File: src/rtl/handshake_pkg.sv
// handshake_pkg: shared types and constants for the handshake bridge.
//   state_e     - output-channel FSM states (IDLE, REQ, REL)
//   DEF_WIDTH   - default data width
//   DEF_DEPTH   - default FIFO depth (power of 2, >= 2)
//   clog2()     - ceiling log2, usable in parameter/port expressions
package handshake_pkg;

   typedef enum logic [1:0] {
      ST_IDLE = 2'd0,
      ST_REQ  = 2'd1,
      ST_REL  = 2'd2
   } state_e;

   localparam int DEF_WIDTH = 32;
   localparam int DEF_DEPTH = 4;

   function automatic int clog2(input int value);
      int r;
      r = 0;
      while ((1 << r) < value) r++;
      return r;
   endfunction

endpackage

File: src/rtl/handshake_fifo.sv
// handshake_fifo: synchronous FIFO, DEPTH entries of WIDTH bits.
//   clk, rst      - clock, synchronous active-low reset
//   push, wr_data - write a word (caller guarantees not full)
//   pop, rd_data  - rd_data shows the head; pop advances it (caller guarantees not empty)
//   full, empty   - occupancy flags
//   count         - current occupancy (0..DEPTH)
//   count_next    - occupancy after this edge's push/pop
module handshake_fifo
   import handshake_pkg::*;
#(
   parameter int WIDTH = DEF_WIDTH,
   parameter int DEPTH = DEF_DEPTH
) (
   input  logic                     clk,
   input  logic                     rst,
   input  logic                     push,
   input  logic                     pop,
   input  logic [WIDTH-1:0]         wr_data,
   output logic [WIDTH-1:0]         rd_data,
   output logic                     full,
   output logic                     empty,
   output logic [clog2(DEPTH):0]    count,
   output logic [clog2(DEPTH):0]    count_next
);

   localparam int AW = clog2(DEPTH);
   localparam logic [AW:0]   CNT_ONE  = (AW+1)'(1);
   localparam logic [AW:0]   CNT_FULL = (AW+1)'(DEPTH);
   localparam logic [AW-1:0] PTR_ONE  = AW'(1);

   logic [WIDTH-1:0] mem_q [DEPTH];
   logic [AW-1:0]    wr_ptr_q, wr_ptr_d;
   logic [AW-1:0]    rd_ptr_q, rd_ptr_d;
   logic [AW:0]      count_q, count_d;

   // Pointers wrap naturally because DEPTH is a power of 2.
   always_comb begin
      wr_ptr_d = push ? wr_ptr_q + PTR_ONE : wr_ptr_q;
      rd_ptr_d = pop  ? rd_ptr_q + PTR_ONE : rd_ptr_q;
      count_d  = count_q;
      if (push && !pop)      count_d = count_q + CNT_ONE;
      else if (pop && !push) count_d = count_q - CNT_ONE;
   end

   always_ff @(posedge clk) begin
      if (!rst) begin
         wr_ptr_q <= '0;
         rd_ptr_q <= '0;
         count_q  <= '0;
      end else begin
         wr_ptr_q <= wr_ptr_d;
         rd_ptr_q <= rd_ptr_d;
         count_q  <= count_d;
      end
   end

   // Storage needs no reset; occupancy tracking alone defines validity.
   always_ff @(posedge clk) begin
      if (rst && push) mem_q[wr_ptr_q] <= wr_data;
   end

   assign rd_data    = mem_q[rd_ptr_q];
   assign full       = (count_q == CNT_FULL);
   assign empty      = (count_q == '0);
   assign count      = count_q;
   assign count_next = count_d;

endmodule

File: src/rtl/handshake_bridge.sv
// handshake_bridge: rdy/en upstream consumer -> FIFO -> 4-phase en/ack downstream producer.
//   clk, rst          - clock, synchronous active-low reset
//   up_data, up_en    - upstream word and its one-cycle valid
//   up_rdy            - registered: space remains after this edge
//   dn_data, dn_en    - downstream holding register and 4-phase request
//   dn_ack            - downstream 4-phase acknowledge
//   count             - FIFO occupancy (excludes the word in dn_data)
//   drop_err          - sticky: a word arrived while up_rdy was low
module handshake_bridge
   import handshake_pkg::*;
#(
   parameter int WIDTH = DEF_WIDTH,
   parameter int DEPTH = DEF_DEPTH
) (
   input  logic                     clk,
   input  logic                     rst,
   input  logic [WIDTH-1:0]         up_data,
   input  logic                     up_en,
   output logic                     up_rdy,
   output logic [WIDTH-1:0]         dn_data,
   output logic                     dn_en,
   input  logic                     dn_ack,
   output logic [clog2(DEPTH):0]    count,
   output logic                     drop_err
);

   localparam int AW = clog2(DEPTH);
   localparam logic [AW:0] CNT_FULL = (AW+1)'(DEPTH);

   state_e           state_q, state_d;
   logic [WIDTH-1:0] dn_data_q, dn_data_d;
   logic             up_rdy_q, up_rdy_d;
   logic             drop_err_q, drop_err_d;

   logic             push, pop;
   logic [WIDTH-1:0] fifo_head;
   logic             fifo_full, fifo_empty;
   logic [AW:0]      fifo_count, fifo_count_next;

   // up_rdy already reflects occupancy; the full guard just keeps the FIFO safe.
   assign push = up_en & up_rdy_q & ~fifo_full;

   handshake_fifo #(
      .WIDTH (WIDTH),
      .DEPTH (DEPTH)
   ) u_fifo (
      .clk        (clk),
      .rst        (rst),
      .push       (push),
      .pop        (pop),
      .wr_data    (up_data),
      .rd_data    (fifo_head),
      .full       (fifo_full),
      .empty      (fifo_empty),
      .count      (fifo_count),
      .count_next (fifo_count_next)
   );

   // FSM state register
   always_ff @(posedge clk) begin
      if (!rst) state_q <= ST_IDLE;
      else      state_q <= state_d;
   end

   // FSM next state
   always_comb begin
      state_d = state_q;
      case (state_q)
         ST_IDLE: if (!fifo_empty) state_d = ST_REQ;
         ST_REQ:  if (dn_ack)      state_d = ST_REL;
         ST_REL:  if (!dn_ack)     state_d = fifo_empty ? ST_IDLE : ST_REQ;
         default:                  state_d = ST_IDLE;
      endcase
   end

   // FSM outputs: pop coincides with loading the holding register.
   always_comb begin
      pop   = 1'b0;
      dn_en = (state_q == ST_REQ);
      case (state_q)
         ST_IDLE: pop = !fifo_empty;
         ST_REL:  pop = !dn_ack && !fifo_empty;
         default: pop = 1'b0;
      endcase
   end

   always_comb begin
      dn_data_d  = pop ? fifo_head : dn_data_q;
      up_rdy_d   = (fifo_count_next < CNT_FULL);
      drop_err_d = drop_err_q | (up_en & ~up_rdy_q);
   end

   always_ff @(posedge clk) begin
      if (!rst) begin
         dn_data_q  <= '0;
         up_rdy_q   <= 1'b0;
         drop_err_q <= 1'b0;
      end else begin
         dn_data_q  <= dn_data_d;
         up_rdy_q   <= up_rdy_d;
         drop_err_q <= drop_err_d;
      end
   end

   assign dn_data  = dn_data_q;
   assign up_rdy   = up_rdy_q;
   assign count    = fifo_count;
   assign drop_err = drop_err_q;

endmodule

File: config.mk
export PLATFORM = sky130hd
export DESIGN_NAME = handshake_bridge
export DESIGN_NICKNAME = d
export VERILOG_FILES = /design/src/rtl/handshake_pkg.sv /design/src/rtl/handshake_fifo.sv /design/src/rtl/handshake_bridge.sv
export SDC_FILE = /design/constraint.sdc
export NUM_CORES = 1
export LEC_CHECK = 0
export ABC_AREA = 0
export BUFFER_PORTS_ARGS = -buffer_cell sky130_fd_sc_hd__buf_2
export CORE_MARGIN = 1
export CORE_UTILIZATION = 54
export CTS_BUF_LIST = sky130_fd_sc_hd__clkbuf_8
export CTS_CLUSTER_SIZE = 12
export DETAILED_ROUTE_END_ITERATION = 12
export PLACE_DENSITY = 0.88
export SKIP_CTS_REPAIR_TIMING = 1
export SLEW_MARGIN = 20
export SYNTH_ARGS = -nofsm -noshare
export SYNTH_HDL_FRONTEND = slang
export SYNTH_SLANG_ARGS = --single-unit
export TNS_END_PERCENT = 1
File: constraint.sdc
create_clock -name clk -period 2.1 [get_ports clk]
set_input_delay 0 -clock clk [delete_from_list [all_inputs] [get_ports clk]]
set_output_delay 0 -clock clk [all_outputs]
set_load 0.05 [all_outputs]
==> flow_summary_export.csv <==
group,metric,value,unit
run_status,status,"complete, no violations",
clock_network,cts_tree,"built",
synth,synth_top_area_share,60.6,%
routing,avgViaCountPerCell,5.60,
sta,fin_crit,1.99,ns
global_routing,grt_overflow,0,
global_routing,grtUsageTotal,20.5,%
setup_path,crit_start,"u_fifo.count[0]$_SDFFE_PN0P_",
routing,drtIter0Drc,188,
floorplan,start_util,55.6,%
routing,wire_per_inst,19.7,µm
setup_path,slowest_delay,0.37,ns
floorplan,die-area,12200,µm²
job,maxCapViolations,0,
finish,layout-drive-gt1-share,37.2,%
sta,post-route-period-util,94.5,%
synth,yosysTopAreaCell,"edfxtp_1",
synth,avgSynthCellArea,19.9,µm²
finish,fill_cells,750,
synth,yosysUniqueCellTypes,41,
setup_path,cp_slowest_cell,"dfxtp_4",
synth,ys.flop_type,"edfxtp_1",
clock_network,clk_pin_slew,0.08,ns
pwr,max-vdd-ir-drop,0.833,mV
setup_path,critPathTopFamily,"simple AND/OR/NAND/NOR gates",
sta,setup_viol,0,
synth,ys_seq_area_share,74.2,%
setup_path,arrival,2.36,ns
sta,slew_headroom,58.2,%
floorplan,coreArea,11400,µm²
finish,area_delta_synth_final,22.2,%
hold_path,hold_path.class,"input port to flop",
synth,synth.area.top_cells,"edfxtp_1 (61%), dfxtp_1 (14%), mux4_2 (11%), a22o_1 (4.4%), ha_1 (1.8%)",
clock_network,clk_latency,0.45,ns
finish,fin_nets,494,
floorplan,die_w,110,µm
clock_network,cts_sinks,171,
routing,drt_wl_total,11900,µm
setup_path,reg2regPathDepth,9,
finish,final_common_cell,"edfxtp_1",
pwr,finalPower,9670,µW
setup_path,startpoint_type,"flop",
placed_design,dp.cells,535,
routing,drc,0,
synth,yosys_warnings,0,
clock_network,cts_root_buf,"clkbuf_8",
setup_path,cp-end-kind,"flop",
setup_path,worstPathMaxFanout,7,
pwr,power_density,1250,nW/µm²
routing,dr.pass1.iters,4,
setup_path,worstPathCellList,"inv_1, ha_2, nor2b_4, nor3_4, inv_2, ha_4, and2_1, or3_1, a21oi_1",
routing,vias,3386,
placed_design,gp_congestion,0.807,
placed_design,place_area,6960,µm²
sta,clock_skew,0.0135,ns
sta,hold_violations,0,
global_routing,grt_pass1_vias,3342,
sta,drv_slew,0,
setup_path,reg2reg_slack,0.11,ns
finish,design_area,7750,µm²
setup_path,path_depth,9,
clock_network,htreeDepth,4,
routing,postRouteAntennaNets,0,
setup_path,crit_required,2.47,ns
finish,insertedDiodeCount,0,
global_routing,grt_pass1_wl,17200,µm
global_routing,grt_antenna_before_repair,0,
synth,synthArstFlopShare,0,%
setup_path,r2r_start,"u_fifo.count[0]$_SDFFE_PN0P_",
floorplan,row_count,39,
finish,layout_common_cells,"edfxtp_1 (128), buf_2 (73), dfxtp_1 (39), dlygate4sd3_1 (37)",
synth,ys_ff_latch,171,
sta,fmax,504,MHz
sta,grt_setup_unrepaired,"no",
sta,hold-worst-slack,0.305,ns
placed_design,io_buffers,73,
setup_path,reg2reg_to,"up_rdy$_SDFF_PN0_",
synth,syn_area,6340,µm²
clock_network,cts_made_buffers,17,
global_routing,grt_max_degree,33,
synth,synth_enable_flop_cells,128,
floorplan,die_y,110,µm
pwr,p_leak,0.00281,µW
setup_path,critPathCapture,"up_rdy$_SDFF_PN0_",
placed_design,dp_hpwl,7280,µm
setup_path,worstSetupPathType,"flop to flop",
synth,syn_inst,319,
sta,tightest_slew,0.628,ns
setup_path,worst-path-buf-inv,2,
finish,finalNonFillerCells,605,
floorplan,ios,74,
synth,syn-num-nets,364,
clock_network,clockBufferDepth,2,
## sequential cells by signal, summed over array words and instances (netlist names), named ones only
| name | count |
|---|---|
| drop_err | 1 |
| u_fifo.rd_ptr_q | 2 |
| u_fifo.count | 2 |
| u_fifo.mem_q | 128 |
| up_rdy | 1 |
| dn_data | 32 |
| u_fifo.wr_ptr_q | 2 |
| state_q | 2 |
## cell usage after synthesis, types with 2 or more instances
master and n:
a211oi_1 2, a21oi_1 7, a22o_1 32, and2_1 2
and3_2 5, buf_2 2, buf_6 5, buf_8 2
dfxtp_1 43, edfxtp_1 128, ha_1 9, inv_1 7
mux4_2 32, nand2_1 4, nor2_1 5, nor3_1 2
nor3b_1 2, o21ai_0 5, o31ai_1 2, or3_1 2
## per-stage QoR
| step | utilization, % | setup slack (ns) | setup TNS (ns) |
|---|---|---|---|
| after global routing | 67.9 | 0.00128 | 0 |
| after floorplan | - | 0.0263 | 0 |
| final | 67.9 | 0.115 | 0 |
| after CTS | 64.3 | -0.0414 | -0.0414 |
| after detailed placement | 60.9 | -0.00821 | -0.00821 |
| after global placement | 60.9 | 0.0963 | 0 |
## routing by layer
metal	GRT usage [%]	part of all wire (%)	vias to the layer above
met5	0	0	-
met4	9.02	1.6	0
met3	6.47	5.2	18
met2	33.5	52	119
met1	25.1	42	1696
li1	-	-	1553
## how the worst min path moves through the flow
stage,start,to,slack [ns],cells after the start
floorplan,up_data[0],u_fifo.mem_q[0][0]$_DFFE_PP_,0.1,0
global placement,up_data[8],u_fifo.mem_q[2][8]$_DFFE_PP_,0.21,1
detailed placement,up_data[18],u_fifo.mem_q[2][18]$_DFFE_PP_,0.22,1
CTS,up_data[15],u_fifo.mem_q[2][15]$_DFFE_PP_,-0.27,1
global route,up_data[25],u_fifo.mem_q[2][25]$_DFFE_PP_,0.29,2
finish,up_data[25],u_fifo.mem_q[1][25]$_DFFE_PP_,0.30,2
## layout make-up
type / instances / area (µm²) / area share [%]
flip-flops and latches: 171 / 4710 / 60.8
multi-input cells: 125 / 1500 / 19.4
well taps: 143 / 179 / 2.31
inverters: 9 / 36.3 / 0.468
clock buffers: 17 / 234 / 3.02
repair buffers: 125 / 936 / 12.1
clock inverters: 15 / 149 / 1.92
## worst register-to-register path, stage by stage, from the launching register on
cell     delay, ns
dfxtp_4       0.37
inv_1         0.06
ha_2          0.20
nor2b_4       0.15
nor3_4        0.23
inv_2         0.08
ha_4          0.18
and2_1        0.15
or3_1         0.35
a21oi_1       0.15
## power breakdown
part	leakage, µW	total (µW)	switching, µW	internal, µW
logic	0.00111	3130	1920	1210
registers	0.00151	4330	294	4030
clock network	0.000190	2210	1160	1050
## cell families after synthesis
logic type	count (synthesis)	share of synthesized area, %
fa+ha+maj	9	1.78
xor+xnor	1	0.138
compound gates	50	6.15
buf+inv	23	2.92
flops	171	74.2
simple gates	32	3.33
mux	33	11.5
No activity file was read; power rests on OpenSTA's default activity.
